## config.mk

```make
export PLATFORM = sky130hd
export DESIGN_NAME = serial_arith_unit
export DESIGN_NICKNAME = d
export VERILOG_FILES = /design/src/rtl/serial_arith_unit.sv
export SDC_FILE = /design/constraint.sdc
export NUM_CORES = 1
export LEC_CHECK = 0
export BUFFER_PORTS_ARGS = -buffer_cell sky130_fd_sc_hd__buf_2
export CORE_UTILIZATION = 51
export CTS_BUF_LIST = sky130_fd_sc_hd__clkbuf_16
export DETAILED_ROUTE_END_ITERATION = 8
export PLACE_DENSITY_LB_ADDON = 0.1
export SLEW_MARGIN = 20
export SYNTH_ARGS = -nofsm -noshare
export SYNTH_HDL_FRONTEND = slang
export SYNTH_SLANG_ARGS = --single-unit
```

## constraint.sdc

```tcl
create_clock -name clk -period 3.55 [get_ports clk]
set_input_delay 0.355 -clock clk [delete_from_list [all_inputs] [get_ports clk]]
set_output_delay 0.355 -clock clk [all_outputs]
set_load 0.05 [all_outputs]
```

## src/rtl/serial_arith_unit.sv

```systemverilog
// Digit-serial signed add / sub / abs-sum / less-than unit, LSB-first, DIGIT bits per clock.
// One shared ripple digit adder serves both the arithmetic pass and the optional negate pass.
module serial_arith_unit #(
  parameter int unsigned WIDTH = 8,
  parameter int unsigned DIGIT = 2
) (
  input  logic             clk,
  input  logic             rst_n,
  input  logic             in_valid,
  output logic             in_ready,
  input  logic [1:0]       op,
  input  logic [WIDTH-1:0] A,
  input  logic [WIDTH-1:0] B,
  output logic             out_valid,
  input  logic             out_ready,
  output logic [WIDTH-1:0] result,
  output logic             ovf,
  output logic             lt,
  output logic             busy
);

  localparam int unsigned N     = WIDTH / DIGIT;
  localparam int unsigned CNT_W = (N > 1) ? $clog2(N) : 1;
  localparam logic [1:0]  OP_ABS = 2'b10;
  localparam logic [WIDTH-1:0] MIN_VAL = {1'b1, {(WIDTH - 1){1'b0}}};

  if ((WIDTH < 2) || ((WIDTH % DIGIT) != 0)) begin : g_bad_param
    $error("serial_arith_unit: WIDTH must be >= 2 and a multiple of DIGIT");
  end

  typedef enum logic [1:0] {IDLE, CALC, NEG, DONE} state_t;

  state_t             state_q, state_d;
  logic [WIDTH-1:0]   a_q, a_d, b_q, b_d, sum_q, sum_d;
  logic [WIDTH-1:0]   result_q, result_d;
  logic [1:0]         op_q, op_d;
  logic [CNT_W-1:0]   cnt_q, cnt_d;
  logic               carry_q, carry_d;
  logic               ovf_p_q, ovf_p_d;
  logic               ovf_q, ovf_d, lt_q, lt_d;
  logic               out_valid_q, out_valid_d;

  logic [DIGIT-1:0]       x_dig, y_dig, s_dig;
  logic                   c_msb, c_out;
  logic [WIDTH+DIGIT-1:0] sum_cat;
  logic [WIDTH-1:0]       sum_nxt;
  logic                   last, v, ovf_calc, lt_calc;

  // One digit of ripple add; during NEG it adds ~sum + carry (carry seeded to 1).
  always_comb begin : digit_adder
    logic c;
    x_dig = a_q[DIGIT-1:0];
    y_dig = b_q[DIGIT-1:0];
    if (state_q == NEG) begin
      x_dig = ~sum_q[DIGIT-1:0];
      y_dig = '0;
    end
    s_dig = '0;
    c     = carry_q;
    c_msb = carry_q;
    for (int j = 0; j < int'(DIGIT); j++) begin
      c_msb    = c;
      s_dig[j] = x_dig[j] ^ y_dig[j] ^ c;
      c        = (x_dig[j] & y_dig[j]) | (c & (x_dig[j] ^ y_dig[j]));
    end
    c_out = c;
  end

  assign sum_cat  = {s_dig, sum_q};
  assign sum_nxt  = sum_cat[WIDTH+DIGIT-1:DIGIT];
  assign last     = (cnt_q == CNT_W'(N - 1));
  assign v        = c_msb ^ c_out;
  assign ovf_calc = v | ((op_q == OP_ABS) & (sum_nxt == MIN_VAL));
  assign lt_calc  = op_q[0] & (sum_nxt[WIDTH-1] ^ v);

  // Next-state and datapath register updates.
  always_comb begin
    state_d     = state_q;
    a_d         = a_q;
    b_d         = b_q;
    sum_d       = sum_q;
    op_d        = op_q;
    cnt_d       = cnt_q;
    carry_d     = carry_q;
    ovf_p_d     = ovf_p_q;
    result_d    = result_q;
    ovf_d       = ovf_q;
    lt_d        = lt_q;
    out_valid_d = out_valid_q;
    case (state_q)
      IDLE: begin
        if (in_valid) begin
          a_d     = A;
          b_d     = op[0] ? ~B : B;
          op_d    = op;
          cnt_d   = '0;
          carry_d = op[0];
          state_d = CALC;
        end
      end
      CALC: begin
        a_d     = a_q >> DIGIT;
        b_d     = b_q >> DIGIT;
        sum_d   = sum_nxt;
        carry_d = c_out;
        cnt_d   = cnt_q + CNT_W'(1);
        if (last) begin
          cnt_d   = '0;
          ovf_p_d = ovf_calc;
          if ((op_q == OP_ABS) && sum_nxt[WIDTH-1]) begin
            carry_d = 1'b1;
            state_d = NEG;
          end else begin
            result_d    = sum_nxt;
            ovf_d       = ovf_calc;
            lt_d        = lt_calc;
            out_valid_d = 1'b1;
            state_d     = DONE;
          end
        end
      end
      NEG: begin
        sum_d   = sum_nxt;
        carry_d = c_out;
        cnt_d   = cnt_q + CNT_W'(1);
        if (last) begin
          cnt_d       = '0;
          result_d    = sum_nxt;
          ovf_d       = ovf_p_q;
          lt_d        = 1'b0;
          out_valid_d = 1'b1;
          state_d     = DONE;
        end
      end
      DONE: begin
        if (out_ready) begin
          out_valid_d = 1'b0;
          state_d     = IDLE;
        end
      end
      default: state_d = IDLE;
    endcase
  end

  always_ff @(posedge clk) begin
    if (!rst_n) begin
      state_q     <= IDLE;
      a_q         <= '0;
      b_q         <= '0;
      sum_q       <= '0;
      op_q        <= '0;
      cnt_q       <= '0;
      carry_q     <= 1'b0;
      ovf_p_q     <= 1'b0;
      result_q    <= '0;
      ovf_q       <= 1'b0;
      lt_q        <= 1'b0;
      out_valid_q <= 1'b0;
    end else begin
      state_q     <= state_d;
      a_q         <= a_d;
      b_q         <= b_d;
      sum_q       <= sum_d;
      op_q        <= op_d;
      cnt_q       <= cnt_d;
      carry_q     <= carry_d;
      ovf_p_q     <= ovf_p_d;
      result_q    <= result_d;
      ovf_q       <= ovf_d;
      lt_q        <= lt_d;
      out_valid_q <= out_valid_d;
    end
  end

  assign in_ready  = (state_q == IDLE);
  assign busy      = (state_q != IDLE);
  assign out_valid = out_valid_q;
  assign result    = result_q;
  assign ovf       = ovf_q;
  assign lt        = lt_q;

endmodule

```

# Word-level counts from Yosys, hierarchy flattened
# Cells that the tools add are included.
# totals
ff_bits	43
latchBits	0
ramBits	0
romBits	0
out_inout_bits	13
mem_count	0
# op_classes
addsub	1
n_mul	0
div_mod_pow	0
order_cmp	0
n_eq_ne	11
n_shift	0
mux	37
bitwise	17
reduce_logical	17
# ops
operator	count
$mux 8	6
$pmux 8 s2	3
$mux 2	8
$mux 1	14
$ne 2x2->1 const B	5
$reduce_and 2->1	5
$eq 2x2->1 const B	4
$eq 8x8->1 const B	1
$not 8->8	1
$pmux 2 s4	1
$reduce_and 4->1	2
$reduce_bool 2->1	4
$and 1x1->1	6
$pmux 1 s3	2
$reduce_bool 3->1	2
$xor 1x1->1	6
$reduce_and 5->1	1
$pmux 1 s2	2
$pmux 2 s2	1
$or 1x1->1	3
$add 2x1->2 const B	1
$eq 2x1->1 const B	1
$logic_not 2->1	1
$not 2->2	1
other kinds (2)	2

# Depth between registers and ports, before layout
# logic_depth
ltp_word	13
mapped_depth	12

# Worst setup path before layout
# OpenSTA, ideal clock, no wires.
# synth_timing
path_type	flip-flop to flip-flop
start	reg state_q[0]
end	reg result_q[0] (netlist: result[0])
arrival_ps	2796
t_required_ps	3422
path_slack_ps	626
stages_incl_launch_ff	13
synth_period_minus_slack_ps	2924
cell_sequence	dfxtp_1 > inv_1 > ha_1 > clkbuf_1 > nand2_1 > o21ai_0 > fa_1 > fa_1 > and4bb_2 > nor2_4 > buf_6 > mux2i_1 > nor2_1
# synth_between
elab_chain_len	9
word_cells_on_any_way	17
classes_between	5 x eq/ne; 3 x mux; 6 x bitwise; 3 x reduce/logical
# synth_rtl
element	line	text
start: declaration	33	state_t state_q, state_d;
start signal: assignment	160	state_q <= state_d;
$eq 2x2->1	54, 90	
$mux 2	54	if (state_q == NEG) begin
$xor 1x1->1	64	c = (x_dig[j] & y_dig[j]) | (c & (x_dig[j] ^ y_dig[j]));
$and 1x1->1	64	
$or 1x1->1	64	
$xor 1x1->1	63	s_dig[j] = x_dig[j] ^ y_dig[j] ^ c;
$logic_and 1x1->1	110	if ((op_q == OP_ABS) && sum_nxt[WIDTH-1]) begin
$ne 2x2->1 (no source line)	n/a	
$reduce_and 4->1 (no source line)	n/a	
end signal: assignment	168	result_q <= result_d;
end: declaration	35	logic [WIDTH-1:0] result_q, result_d;
# Parallel ways exist; a longest one is shown, timed or not.
# A chain may end at the register's enable or synchronous reset.

# Worst setup path after layout
# layout_timing
start	reg state_q[0]
end	reg ovf_q (netlist: ovf)
# layout_between
elab_chain_len	12
word_cells_on_any_way	27
classes_between	6 x eq/ne; 5 x mux; 13 x bitwise; 3 x reduce/logical
# layout_rtl
element	line	text
$eq 2x2->1	54, 90	
$mux 2	54	
$xor 1x1->1	63, 64	
$and 1x1->1	64	
$or 1x1->1	64	
$xor 1x1->1 or $and 1x1->1 (tied branches)	63, 64	
$eq 8x8->1 or $or 1x1->1 (tied branches)	73, 64	
$and 1x1->1 or $xor 1x1->1 (tied branches)	73, 72	
$or 1x1->1	73	assign ovf_calc = v | ((op_q == OP_ABS) & (sum_nxt == MIN_VAL));
$mux 1	110	
$mux 1	107	if (last) begin
$pmux 1 s2	90	case (state_q)
end signal: assignment	169	ovf_q <= ovf_d;
end: declaration	40	logic ovf_q, ovf_d, lt_q, lt_d;
# Parallel ways exist; a longest one is shown, timed or not. The select of a mux whose other input is x is not followed.

==> flow_summary.toml <==
[clock_tree]
clk_latency_ns = 0.28
clockBufferDepth = 2
numCtsBuffers = 5
cts.repair.resized = 0
cts_tree = "yes"
root_buffer = "clkbuf_16"
cts_hold_buffers = 0
clk_pin_slew_ns = 0.06
cts_setup_buffers = 0
cts_sinks = 43
cts_max_level = 2

[placement]
place.gp.congestion = 0.810
port_buffers = 34
hpwl_mm = 2.93
pre_cts_slack_ns = 0.393
dpl-instance-area_um2 = 2230

[timing]
report.final.hold_viol_count = 0
clock_skew_ns = 0.00191
final_max_slew_viol_count = 0
setup_viol = 0
rsz0062_at_grt = "no"
period_needed_ns = 3.22
tightestPinTransition_ns = 0.834
period_share = 0.908
slew-limit-headroom = 0.443
fmax_mhz = 310
fin_ws_ns = 0.328
fin_tns_setup_ns = 0

[floorplan]
dieArea_um2 = 4280
rows = 22
fp.dieH_um = 65.4
core_area_um2 = 3770
initial_utilization = 0.544
fp.dieW_um = 65.4
num_io_pins = 35

[synthesis]
yosys-top-cells-count = "43 x dfxtp_1, 35 x nor2_1, 19 x mux2i_1, 15 x nand2_1, 14 x a21oi_1"
yosys.area.top_type = "dfxtp_1"
synth_compound_area_frac = 0.193
synth_top_family_by_area = "compound AO/OA/AOI/OAI gates"
yosysSeqAreaShare = 0.420
synth-seq-cells = 43
synth_edf_count = 0
avgSynthCellArea_um2 = 9.24
syn_area_um2 = 2050
syn_inst = 222
synth_cell_types = 44
synth_area_leaders = "dfxtp_1 42%, mux2i_1 9.3%, nor2_1 6.4%"
synth.top_cell.area_share = 0.420
ys_async_sr_fraction = 0
synth.most_common_cell = "dfxtp_1"
yosys.area_share.xor_xnor = 0.0384
yosys.area_share.simple = 0.145
synth_mux_area_frac = 0.0927
ys.flop_type = "dfxtp_1"
yosys_warnings = 0
synth_nets = 252
synth_fa_ha_area_frac = 0.0598

[pwr]
p_per_area_nw_per_um2 = 847
p_leak_nw = 0.954
vdd_ir_drop_max_mv = 0.368

[cells_and_area]
post-route-util = 0.628
design_area_um2 = 2370
syn_to_final_growth_pct = 15.5
diodes = 0
nets = 282
drive_above_1_share = 0.202

[route]
via_count = 1643
ant_nets = 0
dr.pass1.iters = 4
viasPerCell = 5.46
drt_wl_total_mm = 4.18
wire_per_inst_um = 13.9
post-route-drc-count = 0
drtIter0Drc = 101

[worst_setup_path]
startpoint_type = "register"
reg2reg_depth = 10
crit_chain = "inv_1 > ha_1 > nand2_1 > o21ai_0 > fa_1 > fa_1 > and4bb_2 > nor2_4 > nor2_1 > a2111oi_2"
cp_max_fo = 12
crit_path_frequent_cell = "fa_1"
crit_family = "adder cells"
critical-path-slowest-cell = "fa_1"
arrival_ns = 3.40
cp.required_ns = 3.72
crit_path_end_kind = "register"
r2r-start = "state_q[0]"
crit_path_max_incr_delay_ns = 0.56
crit_type = "register to register"
regToRegSetupSlack_ns = 0.33
r2r_end = "ovf"
path_depth = 10
cp_num_buf_inv = 1

[outcome]
status = "complete, no violations"

[min_path]
hold_end = "a_q[6]"
whs_path_depth = 3
holdCritStartpoint = "A[6]"
hold_class = "primary input to register"

[grt]
grt_overflow_total = 0
track_usage = 0.226
grt_max_degree = 26
grt_pass1_vias = 1532
antenna_found_initial = 0
grt_pass1_wl_mm = 7.26

[flow_run]
maxCapViolCount = 0
-- tightest hold or removal path: stages --
cell	delay, ns
buf_2	0.08
a22oi_1	0.05
nor2_1	0.07
-- worst max-delay path by stage --
stage,startpoint,endpoint,slack [ns]
after floorplan,state_q[0],result[0],0.63
after global placement,state_q[0],ovf,0.47
after detailed placement,state_q[0],ovf,0.39
after CTS,state_q[0],ovf,0.34
after global routing,state_q[0],ovf,0.08
final,state_q[0],ovf,0.33
-- sequential cells by signal, summed over array words and instances, names as in the netlist --
signal / flops
ovf: 1
result: 8
a_q: 8
b_q: 8
cnt_q: 2
op_q: 2
carry_q: 1
sum_q: 8
ovf_p_q: 1
lt: 1
out_valid: 1
state_q: 2
-- where the power goes --
| group | leakage [nW] | internal (mW) | switching [mW] |
|---|---|---|---|
| Clock | 0.0762 | 0.254 | 0.172 |
| Sequential | 0.351 | 0.594 | 0.0746 |
| Combinational | 0.527 | 0.338 | 0.574 |
| Total | 0.954 | 1.19 | 0.820 |
-- metal layers --
layer / share of wire / up-vias / GRT usage
met4: 0.0053 / 0 / 0.0652
met3: 0.043 / 2 / 0.0573
met1: 0.51 / 765 / 0.317
met2: 0.45 / 43 / 0.339
li1: - / 833 / -
met5: 0 / - / 0
-- stage by stage --
stage	hold WS, ns	total power, mW	instances
final	0.319	2.01	301
after global routing	0.318	2.16	301
after CTS	0.314	2.01	301
after detailed placement	0.445	1.59	293
after global placement	0.441	1.58	293
after floorplan	0.432	1.41	222
-- placed cells by master, fill, tap and decap left out, types with 2 or more instances in the layout --
master / count
ha_1: 5
nand2b_1: 3
nand3_1: 2
a32oi_1: 2
dfxtp_1: 43
fa_1: 3
buf_4: 2
xor2_1: 3
inv_1: 12
a311oi_1: 2
xnor2_1: 6
o21ai_0: 5
buf_2: 34
a21oi_1: 14
a22oi_1: 4
o211ai_1: 7
clkbuf_16: 5
nand2_1: 15
mux2i_1: 19
a211oi_1: 8
nor2_1: 35
nor4b_1: 2
-- cell type report --
type                            instances  area (µm²)
Fill cell                             343        1400
Multi-Input combinational cell        155        1080
Sequential cell                        43         861
Timing Repair Buffer                   36         185
Clock buffer                            5         125
Tap cell                               48        60.1
Inverter                               11        41.3
Clock inverter                          3        12.5
-- kinds of logic after synthesis --
kind of cell | after synthesis
simple gates | 65
buf+inv | 24
flops | 43
mux | 19
fa+ha+maj | 8
compound gates | 54
xor+xnor | 9
(Power assumes the default switching activity.)
